--- config.mk ---
export PLATFORM = sky130hd
export DESIGN_NAME = pcileech_ft601_responder_flat
export DESIGN_NICKNAME = d
export VERILOG_FILES = /design/src/rtl/pcileech_ft601_responder_if.sv /design/src/rtl/pcileech_ft601_responder.sv /design/src/flat_wrapper.sv
export SDC_FILE = /design/constraint.sdc
export NUM_CORES = 1
export LEC_CHECK = 0
export ABC_CLOCK_PERIOD_IN_PS = 5800
export BUFFER_PORTS_ARGS = -buffer_cell sky130_fd_sc_hd__buf_2
export CAP_MARGIN = 20
export CORE_MARGIN = 2
export CORE_UTILIZATION = 56
export DETAILED_ROUTE_END_ITERATION = 6
export HOLD_SLACK_MARGIN = 0.08
export PLACE_DENSITY = 0.71
export SKIP_LAST_GASP = 1
export SYNTH_ARGS = -nofsm -noshare
export SYNTH_HDL_FRONTEND = slang
export SYNTH_SLANG_ARGS = --single-unit
--- constraint.sdc ---
create_clock -name clk -period 5.8 [get_ports clk]
set_clock_uncertainty 0.15 [all_clocks]
set_input_delay 1.16 -clock clk [delete_from_list [all_inputs] [get_ports clk]]
set_output_delay 1.16 -clock clk [all_outputs]
set_load 0.05 [all_outputs]
--- src/rtl/pcileech_ft601_responder_if.sv ---
`default_nettype none
// ==========================================================================
// pcileech_ft601_responder_if : FT601 bus + src/snk stream bundle   (rev 1.0)
// ==========================================================================
interface pcileech_ft601_responder_if;
  logic [31:0] ft601_data_i;
  logic [3:0]  ft601_be_i;
  logic [31:0] ft601_data_o;
  logic [3:0]  ft601_be_o;
  logic        ft601_data_oe;
  logic        ft601_rxf_n;
  logic        ft601_txe_n;
  logic        ft601_rd_n;
  logic        ft601_oe_n;
  logic        ft601_wr_n;
  logic [31:0] src_data;
  logic        src_valid;
  logic        src_ready;
  logic [31:0] snk_data;
  logic [3:0]  snk_be;
  logic        snk_valid;
  logic        snk_ready;
  logic [15:0] err_overrun;
  logic [15:0] err_underrun;

  // The responder is the FT601 chip side of the bus.
  modport slave (
    input  ft601_data_i, ft601_be_i, ft601_rd_n, ft601_oe_n, ft601_wr_n,
           src_data, src_valid, snk_ready,
    output ft601_data_o, ft601_be_o, ft601_data_oe, ft601_rxf_n, ft601_txe_n,
           src_ready, snk_data, snk_be, snk_valid, err_overrun, err_underrun
  );

  modport master (
    output ft601_data_i, ft601_be_i, ft601_rd_n, ft601_oe_n, ft601_wr_n,
           src_data, src_valid, snk_ready,
    input  ft601_data_o, ft601_be_o, ft601_data_oe, ft601_rxf_n, ft601_txe_n,
           src_ready, snk_data, snk_be, snk_valid, err_overrun, err_underrun
  );
endinterface
`default_nettype wire

--- src/rtl/pcileech_ft601_responder.sv ---
`default_nettype none
// ==========================================================================
// pcileech_ft601_responder : FT601 245-sync FIFO device model, RD/WR buffers.
// Option FT601_RESP_LOOPBACK_EN: WR head words are fed back into RD. rev 1.0
// ==========================================================================
module pcileech_ft601_responder #(
  parameter int DEPTH = 16
) (
  input  logic                        clk,
  input  logic                        rst,
  pcileech_ft601_responder_if.slave   bus
);
  localparam int AW = $clog2(DEPTH);
  localparam int CW = AW + 1;
  localparam logic [CW-1:0] FULL = CW'(DEPTH);

  logic [31:0]   rd_mem_q [DEPTH];
  logic [35:0]   wr_mem_q [DEPTH];
  logic [AW-1:0] rd_wptr_q, rd_wptr_d, rd_rptr_q, rd_rptr_d;
  logic [AW-1:0] wr_wptr_q, wr_wptr_d, wr_rptr_q, wr_rptr_d;
  logic [CW-1:0] rd_cnt_q, rd_cnt_d, wr_cnt_q, wr_cnt_d;
  logic          rxf_n_q, rxf_n_d, txe_n_q, txe_n_d;
  logic [15:0]   ovr_q, ovr_d, unr_q, unr_d;

  logic        rd_nfull, wr_nempty, loop_mv;
  logic        rd_push, rd_pop, wr_push, wr_pop;
  logic        rd_req, src_ready;
  logic [31:0] rd_wdata;
  logic [35:0] wr_head;

  assign rd_nfull  = (rd_cnt_q != FULL);
  assign wr_nempty = (wr_cnt_q != '0);
  assign wr_head   = wr_mem_q[wr_rptr_q];

`ifdef FT601_RESP_LOOPBACK_EN
  assign loop_mv       = wr_nempty & rd_nfull;
  assign wr_pop        = loop_mv;
  assign bus.snk_valid = 1'b0;
`else
  assign loop_mv       = 1'b0;
  assign wr_pop        = wr_nempty & bus.snk_ready;
  assign bus.snk_valid = wr_nempty;
`endif

  // Loopback owns the RD push slot, so src is stalled while it moves a word.
  assign src_ready = ~rst & rd_nfull & ~loop_mv;
  assign rd_push   = loop_mv | (bus.src_valid & src_ready);
  assign rd_wdata  = loop_mv ? wr_head[31:0] : bus.src_data;
  assign rd_req    = ~bus.ft601_oe_n & ~bus.ft601_rd_n;
  assign rd_pop    = rd_req & ~rxf_n_q;
  assign wr_push   = ~bus.ft601_wr_n & ~txe_n_q;

  always_comb begin
    rd_cnt_d  = rd_cnt_q;
    wr_cnt_d  = wr_cnt_q;
    rd_wptr_d = rd_wptr_q;
    rd_rptr_d = rd_rptr_q;
    wr_wptr_d = wr_wptr_q;
    wr_rptr_d = wr_rptr_q;
    ovr_d     = ovr_q;
    unr_d     = unr_q;

    if (rd_push) rd_wptr_d = rd_wptr_q + AW'(1);
    if (rd_pop)  rd_rptr_d = rd_rptr_q + AW'(1);
    if (wr_push) wr_wptr_d = wr_wptr_q + AW'(1);
    if (wr_pop)  wr_rptr_d = wr_rptr_q + AW'(1);

    case ({rd_push, rd_pop})
      2'b10:   rd_cnt_d = rd_cnt_q + CW'(1);
      2'b01:   rd_cnt_d = rd_cnt_q - CW'(1);
      default: rd_cnt_d = rd_cnt_q;
    endcase
    case ({wr_push, wr_pop})
      2'b10:   wr_cnt_d = wr_cnt_q + CW'(1);
      2'b01:   wr_cnt_d = wr_cnt_q - CW'(1);
      default: wr_cnt_d = wr_cnt_q;
    endcase

    if (~bus.ft601_wr_n & txe_n_q & (ovr_q != 16'hFFFF)) ovr_d = ovr_q + 16'd1;
    if (rd_req & rxf_n_q & (unr_q != 16'hFFFF))          unr_d = unr_q + 16'd1;

    // Flags follow the next-state counts so the master never acts on a stale one.
    rxf_n_d = (rd_cnt_d == '0);
    txe_n_d = (wr_cnt_d == FULL);
  end

  always_ff @(posedge clk) begin
    if (rst) begin
      rd_wptr_q <= '0;
      rd_rptr_q <= '0;
      wr_wptr_q <= '0;
      wr_rptr_q <= '0;
      rd_cnt_q  <= '0;
      wr_cnt_q  <= '0;
      rxf_n_q   <= 1'b1;
      txe_n_q   <= 1'b1;
      ovr_q     <= '0;
      unr_q     <= '0;
    end else begin
      rd_wptr_q <= rd_wptr_d;
      rd_rptr_q <= rd_rptr_d;
      wr_wptr_q <= wr_wptr_d;
      wr_rptr_q <= wr_rptr_d;
      rd_cnt_q  <= rd_cnt_d;
      wr_cnt_q  <= wr_cnt_d;
      rxf_n_q   <= rxf_n_d;
      txe_n_q   <= txe_n_d;
      ovr_q     <= ovr_d;
      unr_q     <= unr_d;
    end
  end

  always_ff @(posedge clk) begin
    if (!rst && rd_push) rd_mem_q[rd_wptr_q] <= rd_wdata;
    if (!rst && wr_push) wr_mem_q[wr_wptr_q] <= {bus.ft601_be_i, bus.ft601_data_i};
  end

  assign bus.ft601_data_o  = (rd_cnt_q == '0) ? 32'h0 : rd_mem_q[rd_rptr_q];
  assign bus.ft601_be_o    = 4'hF;
  assign bus.ft601_data_oe = ~bus.ft601_oe_n & ~rst;
  assign bus.ft601_rxf_n   = rxf_n_q;
  assign bus.ft601_txe_n   = txe_n_q;
  assign bus.src_ready     = src_ready;
  assign bus.snk_data      = wr_head[31:0];
  assign bus.snk_be        = wr_head[35:32];
  assign bus.err_overrun   = ovr_q;
  assign bus.err_underrun  = unr_q;
endmodule
`default_nettype wire

--- src/flat_wrapper.sv ---
// flat-port wrapper written by rule: the top's interface ports become plain ports
module pcileech_ft601_responder_flat 
#(
  parameter int DEPTH = 16
)
  (clk, rst, bus_ft601_data_i, bus_ft601_be_i, bus_ft601_rd_n, bus_ft601_oe_n, bus_ft601_wr_n, bus_src_data, bus_src_valid, bus_snk_ready, bus_ft601_data_o, bus_ft601_be_o, bus_ft601_data_oe, bus_ft601_rxf_n, bus_ft601_txe_n, bus_src_ready, bus_snk_data, bus_snk_be, bus_snk_valid, bus_err_overrun, bus_err_underrun);
  pcileech_ft601_responder_if bus_i ();
  input  logic clk;
  input  logic rst;
  input wire logic [$bits(bus_i.ft601_data_i)-1:0] bus_ft601_data_i;
  input wire logic [$bits(bus_i.ft601_be_i)-1:0] bus_ft601_be_i;
  input wire logic [$bits(bus_i.ft601_rd_n)-1:0] bus_ft601_rd_n;
  input wire logic [$bits(bus_i.ft601_oe_n)-1:0] bus_ft601_oe_n;
  input wire logic [$bits(bus_i.ft601_wr_n)-1:0] bus_ft601_wr_n;
  input wire logic [$bits(bus_i.src_data)-1:0] bus_src_data;
  input wire logic [$bits(bus_i.src_valid)-1:0] bus_src_valid;
  input wire logic [$bits(bus_i.snk_ready)-1:0] bus_snk_ready;
  output wire logic [$bits(bus_i.ft601_data_o)-1:0] bus_ft601_data_o;
  output wire logic [$bits(bus_i.ft601_be_o)-1:0] bus_ft601_be_o;
  output wire logic [$bits(bus_i.ft601_data_oe)-1:0] bus_ft601_data_oe;
  output wire logic [$bits(bus_i.ft601_rxf_n)-1:0] bus_ft601_rxf_n;
  output wire logic [$bits(bus_i.ft601_txe_n)-1:0] bus_ft601_txe_n;
  output wire logic [$bits(bus_i.src_ready)-1:0] bus_src_ready;
  output wire logic [$bits(bus_i.snk_data)-1:0] bus_snk_data;
  output wire logic [$bits(bus_i.snk_be)-1:0] bus_snk_be;
  output wire logic [$bits(bus_i.snk_valid)-1:0] bus_snk_valid;
  output wire logic [$bits(bus_i.err_overrun)-1:0] bus_err_overrun;
  output wire logic [$bits(bus_i.err_underrun)-1:0] bus_err_underrun;
  assign bus_i.ft601_data_i = bus_ft601_data_i;
  assign bus_i.ft601_be_i = bus_ft601_be_i;
  assign bus_i.ft601_rd_n = bus_ft601_rd_n;
  assign bus_i.ft601_oe_n = bus_ft601_oe_n;
  assign bus_i.ft601_wr_n = bus_ft601_wr_n;
  assign bus_i.src_data = bus_src_data;
  assign bus_i.src_valid = bus_src_valid;
  assign bus_i.snk_ready = bus_snk_ready;
  assign bus_ft601_data_o = bus_i.ft601_data_o;
  assign bus_ft601_be_o = bus_i.ft601_be_o;
  assign bus_ft601_data_oe = bus_i.ft601_data_oe;
  assign bus_ft601_rxf_n = bus_i.ft601_rxf_n;
  assign bus_ft601_txe_n = bus_i.ft601_txe_n;
  assign bus_src_ready = bus_i.src_ready;
  assign bus_snk_data = bus_i.snk_data;
  assign bus_snk_be = bus_i.snk_be;
  assign bus_snk_valid = bus_i.snk_valid;
  assign bus_err_overrun = bus_i.err_overrun;
  assign bus_err_underrun = bus_i.err_underrun;
  pcileech_ft601_responder #(.DEPTH(DEPTH)) u_core (.clk(clk), .rst(rst), .bus(bus_i));
endmodule
After elaboration in Yosys (flattened, before gate mapping)
Memories as Yosys holds them, arrays and structs flattened. A register that Yosys moved wholly into a read port is not among the register bits. Cells that the tools add are included.

Flip-flop bits (word level): 60. Memory bits (writable): 1088. Input port bits: 75. Output and inout port bits: 109. Logic and storage cells: 64. Memories kept: 2.

Add/sub/neg operators: 10. Eq/ne operators: 8. Mux-type cells: 11. Bitwise operators: 17. Reductions and logical operators: 6.

Memories: u_core.wr_mem_q (depth 16, bits a word 36, rd ports 1, clocked after Yosys merged registers in 1, wr ports 1, RTL line pcileech_ft601_responder.sv:18) `logic [35:0] wr_mem_q [DEPTH];`; u_core.rd_mem_q (depth 16, bits a word 32, rd ports 1, clocked after Yosys merged registers in 1, wr ports 1, RTL line pcileech_ft601_responder.sv:17) `logic [31:0] rd_mem_q [DEPTH];`.

Operator list (count): 16-bit by 1-bit adder with 16-bit output (second input constant) (2); 32-bit 2-to-1 mux (1); 16-bit != test (second input constant) (2); 5-bit case mux with 2 select lines (2); 4-bit by 1-bit adder with 4-bit output (second input constant) (4); 4-bit 2-to-1 mux (4); 1-bit bitwise AND (11); 5-bit by 1-bit adder with 5-bit output (second input constant) (2); 5-bit logical NOT (2); 5-bit by 1-bit subtractor with 5-bit output (second input constant) (2); 1-bit inverter (6); 5-bit == test (second input constant) (1); 5-bit != test (second input constant) (1); 5-bit nonzero test (1); 2-bit by 1-bit == test with 1-bit output (second input constant) (2); 2-bit == test (second input constant) (2); 1-bit 2-to-1 mux (4); 1-bit logical AND (2); 1-bit logical NOT (1).

Depth between registers and ports, before layout
Word-level depth: 6. Gate-level depth with buffers: 11. Mapped depth without buffers: 11.

Worst setup path before layout
Ideal clock, no wire load.

Kind: input -> register. Start point: input port rst. End point: memory u_core.rd_mem_q[3][0] (enable). Library setup time: 0.461 ns. Arrival: 4.141 ns. Required time: 5.189 ns. Setup slack: 1.048 ns. Stages: 4. Buffers on the path: 1. Cell sequence: clkbuf_1 -> a211oi_2 -> nand2_1 -> nor3_1.

Longest elaborated chain between the ends: 6. Elaborated cells between the ends (all ways): 7. Classes of those cells: mux (2); bitwise (3); reduce/logical (2).

RTL lines: start, declared (RTL line flat_wrapper.sv:9) `input logic rst;`; 1-bit inverter (RTL line pcileech_ft601_responder.sv:46) `assign src_ready = ~rst & rd_nfull & ~loop_mv;`; 1-bit bitwise AND (RTL line pcileech_ft601_responder.sv:46); 1-bit bitwise AND (RTL line pcileech_ft601_responder.sv:47) `assign rd_push = loop_mv | (bus.src_valid & src_ready);`; 1-bit logical AND (*) (RTL line pcileech_ft601_responder.sv:114) `if (!rst && rd_push) rd_mem_q[rd_wptr_q] <= rd_wdata;`; 1-bit 2-to-1 mux (*) (RTL line pcileech_ft601_responder.sv:114); 1-bit 2-to-1 mux (implied by the code) (*) (RTL line pcileech_ft601_responder.sv:114); end, declared (RTL line pcileech_ft601_responder.sv:17).

Every way passes the cells marked *; elsewhere a longest branch is shown, timed or not.

==> key figures <==
Critical path
  – Most used cell, CP: mux4_2
  – CP peak stage delay: approximately 0.89 ns
  – Crit path cell chain: buf_12, mux4_2, mux4_2, nor2b_1, buf_2
  – R2R setup slack: between 2 and 2.5 ns
  – Worst-path fanout max: 39
  – CP max stage cell: dfxtp_4
  – CP Capture Type: primary output
  – WS Path Type: register to primary output
  – Type of origin of the critical path: register
  – R2r endpoint: u_core.bus.ft601_rxf_n$_SDFF_PP1_
  – Reg2reg start: u_core.rd_cnt_q[0]$_SDFF_PP0_
  – FF-to-FF path depth: 11
  – Critical Path AT: between 3 and 4 ns
  – Worst EP required: around 4.5 ns

Clocking
  – CTS max path bufs: 3
  – CTS hold repair buffers: 0
  – Clock sink total: approximately 1200
  – Number of post-CTS setup repair buffers: 0
  – Worst skew pair latency: between 0.6 and 0.7 ns
  – CTS tree: built
  – # resized after CTS: 0
  – Clock slew at reported path FFs: 0.06 ns
  – Num CTS Buffers: around 110
  – Root Driver: clkbuf_16
  – H-tree levels: 3

Min path
  – Min-delay src: u_core.wr_wptr_q[1]$_SDFFE_PP0P_
  – Hold path depth: 2
  – Hold EP: u_core.wr_wptr_q[1]$_SDFFE_PP0P_
  – Hold Path Class: register to register

GRT
  – M3 GR Usage: 0.04171
  – Number of global-route vias before repair: around 22000
  – Initial antenna violation count: 12
  – First-pass GRT wire length: about 140000 um
  – Overall Global Routing Usage: 0.2364
  – Global-route met2 utilization: 0.4137
  – Layer with the highest usage: met2
  – Largest net degree at the start of global routing: between 70 and 80
  – Met1 Use GR: 0.3083
  – Total gr overflow: 0

Detailed routing
  – Via count: ~21000
  – # DRC: 0
  – TritonRoute pass-1 iters: 5
  – Drt via density: about 6.1
  – Drt total wl: 94770 um
  – DR WL/cell: about 28 um
  – Initial DRC count: around 2000
  – Antenna-violating nets left: 0

Power
  – Tot Pwr: 19.25 mW
  – Leak: about 16 nW
  – Pwr/cell area: 379.4 nW/um^2
  – Worst VDD drop: 292.5 uV

Timing
  – Fmax: between 0.2 and 0.25 GHz
  – RSZ-0062 raised after global routing: false
  – Max-slew headroom at the worst pin: 0.3506
  – Fin. max-slew vios: 0
  – Tmin final: about 4.7 ns
  – Final setup violation count: 0
  – Final hold viol count: 0
  – Slew @ Worst Pin: 0.9742 ns
  – Final clock period utilization by the worst path: 0.8138
  – Setup tns final: 0 ns

Placed design
  – PortBufs: ~180
  – Area after DPL: around 47000 sq um
  – RePlAce Congestion: just under 0.8
  – Hpwl dp: between 50000 and 60000 um

Synth
  – Synth warn: 0
  – Synth Flop Type: edfxtp_1
  – Synth top area cells: edfxtp_1 (74%), mux4_2 (17%), dfxtp_1 (3.1%)
  – Post-synth EDFFs: around 1100
  – Yosys top cell area share: 0.7365
  – Synth unique cells: 52
  – Fraction of registers with async set/reset: 0
  – Post-Syn Area: roughly 44000 sq um
  – Area leader, netlist: edfxtp_1
  – Yosys reg bits: between 1000 and 1500
  – Synth Instances: 1953
  – Sequential fraction of the synthesis area: 0.7672
  – Syn_area_per_cell: 22.71 sq um

Floorplan
  – Die extent in y: around 290 um
  – Initial Utilization: 0.5633
  – I/O pins: 184
  – DIE WIDTH: ~290 um
  – Die footprint: between 80000 and 90000 sq um
  – Core Box Area: between 70000 and 80000 sq um
  – # rows: 103

Status
  – Status: finished, final reports clean

Final layout
  – Synth-to-layout area growth: 14.41%
  – Fraction of layout instances using a drive strength above 1: 0.3468
  – Post-layout nets: 2300
  – Design area: between 50000 and 60000 sq um

Run
  – Max-cap violations: 0
## through the flow
stage | worst slack (ns) | instances | utilization | hold slack (ns)
2_1_floorplan | 1.048 | 1956 | - | 0.3317
3_3_place_gp | 1.700 | 3141 | 0.5956 | 0.3526
3_5_place_dp | 1.587 | 3141 | 0.5956 | 0.3620
4_1_cts | 0.9774 | 3351 | 0.6444 | 0.3707
5_1_grt | 0.8616 | 3355 | 0.6445 | 0.4161
6_report | 1.080 | 3356 | 0.6445 | 0.3756
## cells in the final DEF (no fill, tap or decap), types with 4 or more instances in the layout
cell        instances
conb_1              4
nor2b_1            39
buf_2             179
a211oi_1            4
xnor2_1            21
diode_2             5
clkinv_1           14
inv_1              16
mux4_2            340
clkinvlp_4          7
nor2_1             62
nor3_2              4
o21ai_0             5
nand3_1            13
nand2_1            22
bufinv_16          16
a21oi_1            17
clkbuf_16         112
dfxtp_4             5
buf_12              8
nor2_4             28
ha_1               19
xor2_1             25
o31ai_1             4
mux2i_1             7
edfxtp_1         1088
clkbuf_1           17
nor3_1             10
dfxtp_1            60
clkinv_2           28
and3_1              7
buf_4              46
nand4_1            13
clkbuf_8            4
inv_6               4
## critical path, delay by kind of cell (launching register included)
| kind | cells | cell delay, ns |
|---|---|---|
| flops | 1 | 0.89 |
| simple gates | 1 | 0.16 |
| buf+inv | 2 | 0.58 |
| mux | 2 | 1.05 |
## flip-flops by register name, summed over array words and instances, names as in the netlist, 4 cells and up, named ones only
| name | cells |
|---|---|
| u_core.wr_mem_q | 576 |
| u_core.rd_mem_q | 512 |
| u_core.bus.err_overrun | 16 |
| u_core.bus.err_underrun | 16 |
| u_core.rd_cnt_q | 5 |
| u_core.wr_cnt_q | 5 |
| u_core.rd_rptr_q | 4 |
| u_core.rd_wptr_q | 4 |
| u_core.wr_rptr_q | 4 |
| u_core.wr_wptr_q | 4 |
## layer usage
layer,vias up,wire length [um]
met5,-,46
met2,735,50450
met4,8,2141
li1,8697,-
met1,11020,36410
met3,147,5715
## cell families after synthesis
group	count (synthesis)	share of synthesized area
buffers and inverters	114	0.01140
muxes	348	0.1745
DFF	1156	0.7672
other	1	0.00008454
and+or+nand+nor	221	0.02479
adders and majority gates	20	0.005811
AOI/OAI and AO/OA	47	0.007137
xor gates and xnor gates	46	0.009083
## synth_stat cells, types with 2 or more instances
cell type  count
a21oi_1       17
buf_2         24
and3b_1        3
nor4_1         3
or4_1          3
nor2_1        90
o21ai_0        5
o211ai_1       2
clkbuf_2       2
dfxtp_1       68
nor3_1        14
o2111ai_1      2
a211oi_1       4
o31ai_1        4
nand2b_1       2
edfxtp_1    1088
ha_1          19
nor2b_1       40
a41o_1         2
xnor2_1       21
buf_4         12
inv_1         16
nand4_1       13
mux4_2       340
and3_1         7
nand3_1       13
and4_1         2
xor2_1        25
buf_1         13
nand2_1       22
or3_1          2
mux2i_1        7
nand3b_1       2
clkbuf_1      47
o21ai_1        2
## power breakdown
part           total (mW)  switching [mW]  internal (mW)
Combinational        2.51            1.44           1.07
Clock                7.44            3.10           4.34
Sequential           9.31           0.105           9.20
Total                19.3            4.64           14.6
## worst max path at each step
stage                                                   end      startpoint  cells past startpoint  slack, ns
after floorplan             u_core.rd_mem_q[3][0]$_DFFE_PP_             rst                      4       1.05
after global placement                  bus_ft601_data_o[8]        register                      5       1.70
after detailed placement  u_core.bus.ft601_rxf_n$_SDFF_PP1_  bus_ft601_rd_n                     10       1.59
after CTS                               bus_ft601_data_o[8]        register                      5       0.98
after global routing                    bus_ft601_data_o[8]        register                      5       0.86
final                                  bus_ft601_data_o[13]        register                      5       1.08
## area by class of cell
cell class / count / area, sq um
Sequential cell: 1156 / 34060
Fill cell: 5030 / 27990
Multi-Input combinational cell: 686 / 10070
Clock buffer: 133 / 2922
Timing Repair Buffer: 233 / 1401
Tap cell: 1050 / 1314
Clock inverter: 77 / 917.1
Inverter: 16 / 60.06
Antenna cell: 5 / 12.51
Power figures use the tool's default switching activity.
